==> src/rtl/regfile_pkg.sv <==
// Shared constants for the register-file writeback arbiter.
// Holds the data/address widths and the requester indices used by the arbiter.
package regfile_pkg;
   localparam int   XLEN     = 32;
   localparam int   ADDR_W   = 5;
   localparam int   NUM_REGS = 32;
   localparam logic REQ_ALU  = 1'b0;
   localparam logic REQ_MEM  = 1'b1;

   // One bit per requester, indexed by REQ_ALU / REQ_MEM.
   typedef logic [1:0] req_vec_t;
endpackage

==> src/rtl/rr_arbiter2.sv <==
// Two-requester round-robin arbiter. Each ready depends only on the other
// requester's valid and the last-grant pointer, never on its own valid.
module rr_arbiter2
   import regfile_pkg::*;
(
   input  logic     clk,
   input  logic     rst,
   input  req_vec_t valid,
   output req_vec_t ready
);

   logic     last_r;
   req_vec_t ready_s;
   req_vec_t xfer_s;

   // A side wins when the other side is idle or the other side was granted last.
   always_comb begin
      ready_s = 2'b00;
      xfer_s  = 2'b00;
      if (rst) begin
         ready_s = 2'b00;
      end else begin
         ready_s[REQ_ALU] = !valid[REQ_MEM] || (last_r == REQ_MEM);
         ready_s[REQ_MEM] = !valid[REQ_ALU] || (last_r == REQ_ALU);
      end
      xfer_s = valid & ready_s;
   end

   assign ready = ready_s;

   // Last-grant pointer moves only on a completed transfer; reset favours the ALU.
   always_ff @(posedge clk) begin
      if (rst) begin
         last_r <= REQ_MEM;
      end else if (xfer_s[REQ_MEM]) begin
         last_r <= REQ_MEM;
      end else if (xfer_s[REQ_ALU]) begin
         last_r <= REQ_ALU;
      end else begin
         last_r <= last_r;
      end
   end

endmodule

==> src/rtl/regfile_wb_arbiter.sv <==
// Writeback arbiter: merges ALU and load-unit writebacks into one register-file
// write port. Optional read bypass enabled by macro REGFILE_WB_BYPASS_EN.
module regfile_wb_arbiter
   import regfile_pkg::*;
#(
   parameter int XLEN   = regfile_pkg::XLEN,
   parameter int ADDR_W = regfile_pkg::ADDR_W
) (
   input  logic              clk,
   input  logic              rst,
   input  logic              alu_valid,
   output logic              alu_ready,
   input  logic [ADDR_W-1:0] alu_addr,
   input  logic [XLEN-1:0]   alu_data,
   input  logic              mem_valid,
   output logic              mem_ready,
   input  logic [ADDR_W-1:0] mem_addr,
   input  logic [XLEN-1:0]   mem_data,
   output logic [ADDR_W-1:0] regw_addr,
   output logic [XLEN-1:0]   write_data,
   output logic              write_ena,
   input  logic [ADDR_W-1:0] rs1_addr,
   input  logic [ADDR_W-1:0] rs2_addr,
   output logic [ADDR_W-1:0] reg1_addr,
   output logic [ADDR_W-1:0] reg2_addr,
   input  logic [XLEN-1:0]   reg1_data,
   input  logic [XLEN-1:0]   reg2_data,
   output logic [XLEN-1:0]   rs1_data,
   output logic [XLEN-1:0]   rs2_data
);

   req_vec_t          valid_s;
   req_vec_t          ready_s;
   logic              xfer_s;
   logic [ADDR_W-1:0] sel_addr_s;
   logic [XLEN-1:0]   sel_data_s;

   assign valid_s[REQ_ALU] = alu_valid;
   assign valid_s[REQ_MEM] = mem_valid;

   rr_arbiter2 u_arb (
      .clk   (clk),
      .rst   (rst),
      .valid (valid_s),
      .ready (ready_s)
   );

   assign alu_ready = ready_s[REQ_ALU];
   assign mem_ready = ready_s[REQ_MEM];
   assign reg1_addr = rs1_addr;
   assign reg2_addr = rs2_addr;

   // Select the transferring request; at most one side transfers per cycle.
   always_comb begin
      xfer_s     = 1'b0;
      sel_addr_s = alu_addr;
      sel_data_s = alu_data;
      if (alu_valid && ready_s[REQ_ALU]) begin
         xfer_s = 1'b1;
      end else if (mem_valid && ready_s[REQ_MEM]) begin
         xfer_s     = 1'b1;
         sel_addr_s = mem_addr;
         sel_data_s = mem_data;
      end else begin
         xfer_s = 1'b0;
      end
   end

   // Write-port register; writes to x0 are accepted but never enabled.
   always_ff @(posedge clk) begin
      if (rst) begin
         write_ena  <= 1'b0;
         regw_addr  <= {ADDR_W{1'b0}};
         write_data <= {XLEN{1'b0}};
      end else if (xfer_s) begin
         write_ena  <= (sel_addr_s != {ADDR_W{1'b0}});
         regw_addr  <= sel_addr_s;
         write_data <= sel_data_s;
      end else begin
         write_ena  <= 1'b0;
         regw_addr  <= regw_addr;
         write_data <= write_data;
      end
   end

   // Read-data delivery: x0 always reads zero, optional forward of the in-flight write.
   always_comb begin
      rs1_data = reg1_data;
      rs2_data = reg2_data;
      if (rs1_addr == {ADDR_W{1'b0}}) begin
         rs1_data = {XLEN{1'b0}};
`ifdef REGFILE_WB_BYPASS_EN
      end else if (write_ena && (regw_addr == rs1_addr)) begin
         rs1_data = write_data;
`endif
      end else begin
         rs1_data = reg1_data;
      end
      if (rs2_addr == {ADDR_W{1'b0}}) begin
         rs2_data = {XLEN{1'b0}};
`ifdef REGFILE_WB_BYPASS_EN
      end else if (write_ena && (regw_addr == rs2_addr)) begin
         rs2_data = write_data;
`endif
      end else begin
         rs2_data = reg2_data;
      end
   end

endmodule

==> config.mk <==
export PLATFORM = sky130hd
export DESIGN_NAME = regfile_wb_arbiter
export DESIGN_NICKNAME = d
export VERILOG_FILES = /design/src/rtl/regfile_pkg.sv /design/src/rtl/rr_arbiter2.sv /design/src/rtl/regfile_wb_arbiter.sv
export SDC_FILE = /design/constraint.sdc
export NUM_CORES = 1
export LEC_CHECK = 0
export CORE_MARGIN = 5
export CORE_UTILIZATION = 25
export CTS_CLUSTER_SIZE = 8
export DETAILED_ROUTE_END_ITERATION = 6
export GPL_TIMING_DRIVEN = 1
export PLACE_DENSITY = 0.79
export SLEW_MARGIN = 20
export SYNTH_ARGS = -nofsm -noshare
export SYNTH_HDL_FRONTEND = slang
export SYNTH_SLANG_ARGS = --single-unit
==> constraint.sdc <==
create_clock -name clk -period 1.48 [get_ports clk]
set_input_delay 0.296 -clock clk [delete_from_list [all_inputs] [get_ports clk]]
set_output_delay 0.296 -clock clk [all_outputs]
set_load 0.1 [all_outputs]
; ---- Word level (Yosys, flattened, before mapping)
; Cells that the tools add are included.
[op_classes]
reduce_logical = 11
n_addsub = 0
shift = 0
mul = 0
n_eq_ne = 0
n_bitwise = 3
n_lt_le_gt_ge = 0
n_div = 0
mux = 9
[op_table]
columns = op, count
row1 = $mux 32, 4
row2 = $logic_not 5->1, 2
row3 = $mux 5, 2
row4 = $reduce_bool 5->1, 1
row5 = $reduce_or 2->1, 2
row6 = $and 2x2->2, 1
row7 = $logic_and 1x1->1, 2
row8 = $logic_not 1->1, 2
row9 = $logic_or 1x1->1, 2
row10 = $mux 1, 2
row11 = $mux 2, 1
row12 = $not 1->1, 2
[word_totals]
register_bits = 39
word_cells = 27
mem_count = 0
ram_bits = 0
romBits = 0
latchBits = 0

; ---- Logic depth before layout (Yosys ltp)
[logic_depth]
ltp_word = 8
mapped_depth = 6
ltp_nobuf = 4

; ---- Hierarchy
; From an unflattened synthesis, not the netlist that was laid out.
[hier_totals]
hier_cells = 262
hier_area_um2 = 2288.4
[modules_own_cells]
columns = module, cells_each, area_per_inst_um2, instances
row1 = regfile_wb_arbiter, 256, 2239.6, 1
row2 = rr_arbiter2, 6, 48.8, 1

; ---- Worst setup path after synthesis
; Ideal clock, no wire load.
[synth_timing]
path_kind = in2reg
startpoint = input port mem_valid
endpoint = register u_arb.last_r
stages = 5
required_ns = 1.272
t_arrival_ns = 2.203
slack_ns = -0.931
path_cell_list = buf_2 nor2b_1 buf_2 nor2_1 o21ai_0
[synth_between]
elab_chain_cells = 4
elab_cells_between_ends = 5
classes_between = mux: 1 / bitwise: 1 / reduce/logical: 3
[synth_rtl]
columns = element, line
row1 = from (decl), regfile_wb_arbiter.sv:15  ; input logic mem_valid,
row2 = $logic_not 1->1, rr_arbiter2.sv:23  ; ready_s[REQ_ALU] = !valid[REQ_MEM] || (last_r == REQ_MEM);
row3 = $logic_or 1x1->1, rr_arbiter2.sv:23
row4 = $mux 2, rr_arbiter2.sv:20  ; if (rst) begin
row5 = net alu_ready, regfile_wb_arbiter.sv:12  ; output logic alu_ready,
row6 = $and 2x2->2, rr_arbiter2.sv:26  ; xfer_s = valid & ready_s;
row7 = to (signal assigned), rr_arbiter2.sv:40  ; last_r <= last_r;
row8 = to (decl), rr_arbiter2.sv:12  ; logic last_r;
; The timed path passes the listed nets, and every way through them passes these cells.
; A chain may end at the register's enable or synchronous reset.

; ---- Final worst setup path
[layout_timing]
startpoint = input port rs1_addr[0]
endpoint = output port rs1_data[28]
[layout_between]
elab_chain_cells = 2
[layout_rtl]
columns = element, line
row1 = from (decl), regfile_wb_arbiter.sv:22  ; input logic [ADDR_W-1:0] rs1_addr,
row2 = $logic_not 5->1, regfile_wb_arbiter.sv:90  ; if (rs1_addr == {ADDR_W{1'b0}}) begin
row3 = $mux 32, regfile_wb_arbiter.sv:90
row4 = to (decl), regfile_wb_arbiter.sv:28  ; output logic [XLEN-1:0] rs1_data,
; No other way between the ends.

==> qor.yml <==
status: "complete, but fails checks"
violations: "design-rule violations, negative setup slack"
grt_overflow: 0
finalSetupViolCount: 64
n_fill_cell: 544
ys_seq_area_share_pct: 32.81
drc: 1
drv_slew: 0
placed_area_sq_um: 6915
met3_usage_pct: 6.839
cts_buffer_depth: 2
endpoint_kind: "output pin"
regArea_sq_um: 784.5
grt_pass1_wl_um: 22580
port_buffers: 265
fp.dieW_um: 107.6
finalWirelength_um: 15890
synth_top_family_by_area: "simple AND/OR/NAND/NOR gates"
h-tree-depth: 2
netlist_instances: 315
grt_antenna_before_repair: 1
synth.largest_area_cell: "dfxtp_1"
synth_top_area_share_pct: 32.81
worstPathMaxFanout: 6
synth_cell_types: 23
synth_adder_area_share_pct: 0
dpl.hpwl_um: 12460
core-area_sq_um: 9240
syn_area_per_cell_sq_um: 7.555
dr_total_vias: 3688
yosysWarningCount: 0
layout-drive-gt1-share_pct: 43.82
drv_cap: 0
synth_ff_type: "dfxtp_1"
startpoint_type: "input port"
tightestPinTransition_ns: 0.3419
cts_buffers: 5
rows: 35
die_y_um: 107.6
first_pass_iters: 7
gp_congestion: 0.9094
clkTransAtPathRegs_ns: 0.09
drt-initial-drc-count: 203
use_met2_pct: 50.04
fmax_mhz: 515.7
initial_utilization_pct: 25.75
die_area_sq_um: 11570
max-vdd-ir-drop_mv: 0.5197
cts_tree: "yes"
stdcell_area_sq_um: 7338
fin_skew_ns: 0.01150
crit_arrival_ns: 1.64
finalNetCount: 758
fin_crit_ns: 1.939
synthArstFlopShare_pct: 0
min_period_over_period_pct: 131.0
area_growth_pct: 208.4
syn_area_sq_um: 2380
p_switching_mw: 2.497
synth_xor_area_share_pct: 0
synth_seq_cells: 39
grt.met1_usage_pct: 25.98
power_frac_clock_pct: 14.7
rsz0062_at_grt: "true"
hold_ws_ns: 0.5218
power_density_nw_per_um2: 740.6
p_seq_share_pct: 22.3
ant_nets: 0
p_int_mw: 2.937
layout_common_cells: "139 x clkdlybuf4s50_1, 125 x buf_12, 55 x nand3_1"
wire_per_inst_um: 21.56
synth_mux_area_share_pct: 0
io_pins: 266
hold_path_class: "reg2reg"
clkLatencyLatePin_ns: 0.29
setup_ws_ns: -0.4590
cp.required_ns: 1.18
grtUsageTotal_pct: 25.37
vias_per_cell: 5.004
syn_nets: 467
grt_pass1_vias: 3834
criticalPathCategory: "in2out"
ys_top_cells_by_area: "dfxtp_1 33%, nor2b_1 17%, nand3_1 12%"
synth_edf_count: 0
hold_viol_final: 0
clock-root-buffer: "clkbuf_8"
multi_input_area_sq_um: 1787
synthSimpleGateAreaFrac_pct: 38.91
grt_busiest_layer: "met2"
max-slew-margin-rel_pct: 77.21
switching_share_pct: 45.95
final_common_cell: "clkdlybuf4s50_1"
clock-sinks: 39
grt_max_degree: 31
synth_compound_gate_area_share_pct: 16.98
p_leak_nw: 3.087
combPwrFrac_pct: 63.0
## metrics by stage
step / utilization, % / total power, mW / instances / setup WS, ns / setup TNS (ns)
6_report: 79.42 / 5.434 / 737 / -0.4590 / -27.57
4_1_cts: 79.16 / 5.428 / 735 / -0.4396 / -25.76
3_3_place_gp: 74.84 / 4.537 / 712 / -0.8086 / -57.52
5_1_grt: 79.42 / 5.572 / 737 / -0.4819 / -29.44
2_1_floorplan: - / 3.063 / 315 / -0.2750 / -14.55
3_5_place_dp: 74.84 / 4.585 / 712 / -0.8265 / -59.79
## sequential cells by signal, summed over array words and instances, names as in the netlist
name,flops
write_data,32
regw_addr,5
u_arb.last_r,1
write_ena,1
## synth_stat cells (2+ instances only)
library cell,count
a311oi_1,19
a31oi_1,18
buf_2,14
buf_4,20
clkbuf_1,7
dfxtp_1,39
nand2_1,20
nand2b_1,2
nand3_1,55
nor2_1,3
nor2_2,2
nor2b_1,65
nor3_1,19
o21ai_0,20
or4_1,4
## layout make-up
| type | count | share of cell area (%) |
|---|---|---|
| inverter | 3 | 0.1535 |
| multi-input combinational | 231 | 24.35 |
| antenna | 1 | 0.03410 |
| sequential | 39 | 10.69 |
| tap | 129 | 2.199 |
| clock inverter | 2 | 0.1876 |
| timing repair buffer | 326 | 61.26 |
| clock buffer | 6 | 1.125 |
## cells by family (layout without fill, tap and decap cells)
logic type	after synthesis	after routing
buffers and inverters	45	337
other	0	1
flip-flops	39	39
AND/OR/NAND/NOR	171	171
AO/OA/AOI/OAI	60	60
## final timing paths
check,slack (ns),start,to,cells after the start
setup / recovery,-0.46,rs1_addr[0],rs1_data[28],8
setup reg to reg,0.06,u_arb.last_r,regw_addr[2],6
hold reg to reg,0.52,write_data[28],write_data[28],2
hold / removal,0.52,write_data[28],write_data[28],2
## power groups by stage
stage / combinational, mW / sequential [mW] / clock (mW)
5_1_grt: 3.50 / 1.22 / 0.850
3_3_place_gp: 3.31 / 1.23 / 0
3_5_place_dp: 3.35 / 1.24 / 0
2_1_floorplan: 1.32 / 1.74 / 0
4_1_cts: 3.40 / 1.21 / 0.813
6_report: 3.42 / 1.21 / 0.800
## worst max-delay path: stages
cell and delay, ns:
buf_6 0.10, or4_4 0.54, nor2_4 0.11, buf_6 0.11, buf_6 0.12, buf_12 0.13, nor2b_2 0.06, buf_12 0.16
## layer usage
metal	share of wire, %	wire (um)
met1	33	5296
met2	56	8828
met3	8.6	1367
met4	2.5	396
met5	0	0
## repair_timing
action	4_1_cts	5_1_grt
cloned	5	0
setup endpoints to repair	71	72
setup buffers	11	3
pin swaps	5	4
hold buffers	0	0
resized for setup	67	10
Power figures use the tool's default switching activity.
==> RTL change 1, RTL diff (config.mk and constraints unchanged) <==
Reset style: asynchronous (`rst`), changed in 2 clocked blocks.
--- a/src/rtl/rr_arbiter2.sv
+++ b/src/rtl/rr_arbiter2.sv
@@ -29,7 +29,7 @@
    assign ready = ready_s;
 
    // Last-grant pointer moves only on a completed transfer; reset favours the ALU.
-   always_ff @(posedge clk) begin
+   always_ff @(posedge clk or posedge rst) begin
       if (rst) begin
          last_r <= REQ_MEM;
       end else if (xfer_s[REQ_MEM]) begin
--- a/src/rtl/regfile_wb_arbiter.sv
+++ b/src/rtl/regfile_wb_arbiter.sv
@@ -67,7 +67,7 @@
    end
 
    // Write-port register; writes to x0 are accepted but never enabled.
-   always_ff @(posedge clk) begin
+   always_ff @(posedge clk or posedge rst) begin
       if (rst) begin
          write_ena  <= 1'b0;
          regw_addr  <= {ADDR_W{1'b0}};
Function: differs if rst is asserted again (counterexample within 4 cycles, from zero or initial values and one cycle with rst high); with rst held inactive, the same outputs for 10 cycles.
==> RTL change 1 against the original RTL <==
- the run ends with setup timing left
- maximum frequency up 1.1%
- sequential power up 16%
- total power up 22%
- combinational power up 31%
- count of clock-buffer cells in the layout unchanged
- worst setup slack better by 20 ps
- die area up 3.2%
- global-route usage down 0.33 points
- sequential cell count unchanged
- routed wire length up 0.53%
- area after synthesis up 3.5%
- final area up 2.5%
- sequential share of layout area up 2.3 points
- critical path type unchanged
- largest power group unchanged
==> RTL change 1: results (changes against the original RTL) <==
| Metric | Value |
|---|---|
| Layout cells sized above 1 | 48.2% (was 43.8%) |
| Synth Instances | 272 (was 315) |
| Status | complete, but fails checks (unchanged) |
| Vias/cell | 4.88 (was 5.00) |
| Total GRT Usage | 25.0% (was 25.4%) |
| Worst Path Arrival | 1620 ps (was 1640 ps) |
| Largest net degree at the start of global routing | 41 (was 31) |
| Synth unique cells | 29 (was 23) |
| Seq/Total Area, Yosys | 39.7% (was 32.8%) |
| Failing checks | setup timing (was DRC, setup timing) |
| Share of flip-flops with an asynchronous set or reset | 100% (was 0%) |
| Buffers on Ports | 265 (unchanged) |
| Post-synthesis net count | 424 (was 467) |
| Dpl cells | 669 (was 712) |
| Setup WS post-layout | -439 ps (was -459 ps) |
| Ys flop type | dfrtp_1 (was dfxtp_1) |
| Routed WL per cell | 22.8 um (was 21.6 um) |
| Leak Pwr | 3.36 nW (was 3.09 nW) |
| Post-synth top cells | nor2b_1, dfrtp_1, nor2_1 (was nor2b_1, nand3_1, dfxtp_1) |
| DRT Pass-1 Iters | 4 (was 7) |
| Vias in the first global route | 3701 (was 3834) |
| Peak supply drop | 0.707 mV (was 0.520 mV) |
| First-pass GRT wire length | 22.3 mm (was 22.6 mm) |
| Clk_skew | 6.17 ps (was 11.5 ps) |
| Synth top area cells | dfrtp_1, nor2b_1, a221o_1, a31oi_1, buf_4 (was dfxtp_1, nor2b_1, nand3_1, a311oi_1, buf_4) |
| Worst-Margin Slew | 526 ps (was 342 ps) |
| Final setup vio count | 70 (was 64) |
| Min-delay worst type | in -> async (was reg -> reg) |
| Final nets | 718 (was 758) |
| Placer Congestion | 0.750 (was 0.909) |
RTL change 1: through the flow:
stage / setup slack [ps] / setup TNS [ps] / cell area, sq um
floorplan: -241 / -14180 / 2990
global placement: -809 / -56550 / 6970
detailed placement: -864 / -60700 / 6970
CTS: -437 / -26150 / 7480
global route: -471 / -28240 / 7520
finish: -439 / -26660 / 7520
RTL change 1: final timing paths:
check	from	to	slack [ps]	cells past startpoint
min in group clk	alu_data[29]	write_data[29]	590	3
worst max register to register	u_arb.last_r	write_data[4]	-70	6
max in group asynchronous	rst	u_arb.last_r	620	4
worst min register to register	write_data[6]	write_data[6]	590	1
worst max-delay path	rs1_addr[2]	rs1_data[11]	-440	7
worst min-delay path	rst	write_data[9]	490	4
RTL change 1: critical path, delay by kind of cell:
kind / cells / cell delay, ps
and+or+nand+nor: 3 / 750
buffers and inverters: 4 / 550
RTL change 1: routing by layer:
metal	up-vias	share of wire, %	wire length, um	GRT usage, %
met1	1667	33	5220	25.8
met2	185	56	8910	48.6
met3	26	8.7	1390	7.46
met5	-	0	0	0
li1	1537	-	-	-
met4	0	2.8	453	6.86
RTL change 1: area by class of cell:
cell class / instances / share of cell area (%)
diodes: 1 / 0.0333
clock buffers: 6 / 1.10
clock inverters: 1 / 0.0666
inverters: 3 / 0.266
multi-input cells: 196 / 23.9
flip-flops and latches: 39 / 13.0
well taps: 133 / 2.21
repair buffers: 321 / 59.4
RTL change 1: logic make-up after synthesis:
family                 share of synthesized area [%]
buffers and inverters                           10.8
AND/OR/NAND/NOR                                 30.3
AO/OA/AOI/OAI                                   19.2
flip-flops                                      39.7
RTL change 1: report_power, final:
| group | internal (mW) | total [mW] | switching, mW | leakage (nW) |
|---|---|---|---|---|
| combinational | 1.80 | 4.49 | 2.69 | 2.86 |
| sequential | 1.22 | 1.40 | 0.180 | 0.449 |
| clock | 0.366 | 0.740 | 0.374 | 0.0471 |
RTL change 1: what timing repair did:
| item | CTS | global route |
|---|---|---|
| hold buffers | 0 | 0 |
| gates cloned | 6 | 2 |
| endpoints found under the hold margin | 0 | 0 |
| setup buffers | 19 | 3 |
| resized for setup | 70 | 14 |
| pin swaps | 12 | 4 |
| setup endpoints to repair | 78 | 86 |
==> RTL change 2, RTL diff (same flow settings) <==
Made on the original files. Add a define of `REGFILE_WB_BYPASS_EN`.
--- a/src/rtl/regfile_wb_arbiter.sv
+++ b/src/rtl/regfile_wb_arbiter.sv
@@ -1,5 +1,7 @@
 // Writeback arbiter: merges ALU and load-unit writebacks into one register-file
 // write port. Optional read bypass enabled by macro REGFILE_WB_BYPASS_EN.
+`define REGFILE_WB_BYPASS_EN
+
 module regfile_wb_arbiter
    import regfile_pkg::*;
 #(
Formal check against the unedited RTL: not equivalent (Yosys sat finds a counterexample within 4 cycles, from zero or initial values and one cycle with rst high).
==> RTL change 2 against the original RTL <==
- the flow finishes with violations (setup timing)
- sequential cell count is the same
- sequential share of layout area shrank 1.4 points
- routed wire length grew 24%
- critical path depth is the same
- die area grew 22%
- count of clock-buffer cells in the layout shrank 1
- final area grew 18%
- area after synthesis grew 25%
- worst setup slack lost 430 ps
- total power grew 20%
- first-iteration DRC count grew 57%
- clock skew shrank 5.4 ps
==> RTL change 2: results (changes against the original RTL) <==
| Metric | Value |
|---|---|
| Worst-path clk slew | 70 ps (was 90 ps) |
| Vias in the first global route | 5342 (was 3834) |
| Status | complete, but fails checks (unchanged) |
| Layout cells sized above 1 | 38.4% (was 43.8%) |
| Area post-placement | 8090 sq um (was 6920 sq um) |
| First-pass GRT wire length | 30.4 mm (was 22.6 mm) |
| Routed WL per cell | 22.3 um (was 21.6 um) |
| WHS Path Cells | 3 (was 2) |
| Setup WS post-layout | -889 ps (was -459 ps) |
| Hpwl dp | 15.3 mm (was 12.5 mm) |
| Leak Pwr | 3.43 nW (was 3.09 nW) |
| Post-synth top cells | nand2_1, nand4_1, o21ai_0 (was nor2b_1, nand3_1, dfxtp_1) |
| Final nets | 896 (was 758) |
| Global Route met3 Usage | 7.44% (was 6.84%) |
| Xor and xnor area share after synthesis | 2.95% (was 0%) |
| WL final | 19.8 mm (was 15.9 mm) |
| Synth unique cells | 21 (was 23) |
| Synth top area cells | dfxtp_1, nand2_1, nand4_1, o21ai_0, a311oi_1 (was dfxtp_1, nor2b_1, nand3_1, a311oi_1, buf_4) |
| Seq/Total Area, Yosys | 26.3% (was 32.8%) |
| Min-delay worst type | in -> reg (was reg -> reg) |
| Root buffer cell | clkbuf_16 (was clkbuf_8) |
| CP max stage delay | 370 ps (was 540 ps) |
| Post-synthesis compound-gate area fraction | 25.7% (was 17.0%) |
| Post-synthesis net count | 609 (was 467) |
| Syn Area/Cell | 6.50 sq um (was 7.55 sq um) |
| Hold WS | 340 ps (was 522 ps) |
| Via count | 4877 (was 3688) |
| Placer Congestion | 0.891 (was 0.909) |
| Worst-Margin Slew | 329 ps (was 342 ps) |
| Worst reg-to-reg path cell count | 4 (was 6) |
| Final setup vio count | 64 (unchanged) |
| Failing checks | setup timing (was DRC, setup timing) |
[RTL change 2: changes by cell type after synthesis, sizes merged, moves of 5 or more]
cell	change
a21oi	+20
xor2	+8
a31oi	-18
o21ai	+48
nor2	+16
nand3	-55
nor3	-17
nand4	+64
and2	+5
nor2b	-65
a22oi	+18
clkbuf	+24
buf	-8
nand2	+104
[RTL change 2: kinds of logic after synthesis]
logic type,after synthesis
flip-flops,39
AO/OA/AOI/OAI,127
AND/OR/NAND/NOR,220
XOR/XNOR,10
buffers and inverters,61
[RTL change 2: cell type report]
| class | count | area (sq um) | share of cell area, % |
|---|---|---|---|
| Clock buffer | 5 | 125 | 1.44 |
| Inverter | 3 | 11.3 | 0.130 |
| Timing Repair Buffer | 338 | 4780 | 55.1 |
| Tap cell | 143 | 179 | 2.06 |
| Sequential cell | 39 | 807 | 9.31 |
| Multi-Input combinational cell | 357 | 2720 | 31.4 |
| Clock inverter | 3 | 42.5 | 0.491 |
[RTL change 2: worst max path at each step]
| stage | start | end | cells after the start |
|---|---|---|---|
| after floorplan | regw_addr[1] | rs1_data[21] | 6 |
| after global placement | rs2_addr[0] | rs2_data[1] | 8 |
| after detailed placement | rs2_addr[3] | rs2_data[1] | 8 |
| after CTS | regw_addr[2] | rs2_data[11] | 8 |
| after global routing | regw_addr[0] | rs2_data[11] | 8 |
| final | regw_addr[0] | rs2_data[11] | 8 |
[RTL change 2: critical path, delay by kind of cell, from the launching register on]
kind,cells,cell delay [ps]
XOR/XNOR,1,190
AND/OR/NAND/NOR,2,550
buffers and inverters,4,610
AO/OA/AOI/OAI,1,70
flip-flops,1,370
[RTL change 2: layer usage]
metal,wire length (um),share of wire (%)
met1,6750,34
met2,10700,54
met3,1510,7.7
met4,756,3.8
met5,0,0
[RTL change 2: through the flow]
| step | setup slack, ps | setup TNS, ps |
|---|---|---|
| 5_1_grt | -946 | -57590 |
| 3_3_place_gp | -941 | -65360 |
| 4_1_cts | -920 | -55130 |
| 6_report | -889 | -53870 |
| 3_5_place_dp | -981 | -67860 |
| 2_1_floorplan | -922 | -46240 |
[RTL change 2: power breakdown]
part / leakage, nW / switching (mW) / internal, mW
logic: 3.02 / 2.36 / 1.61
clock network: 0.0818 / 0.460 / 0.796
registers: 0.325 / 0.148 / 1.13
total: 3.43 / 2.96 / 3.54
[RTL change 2: timing repair]
item / in CTS / in global routing
setup endpoints to repair: 75 / 65
cloned: 7 / 0
gates resized for setup: 39 / 3
setup buffers: 12 / 0
pin swaps: 4 / 2
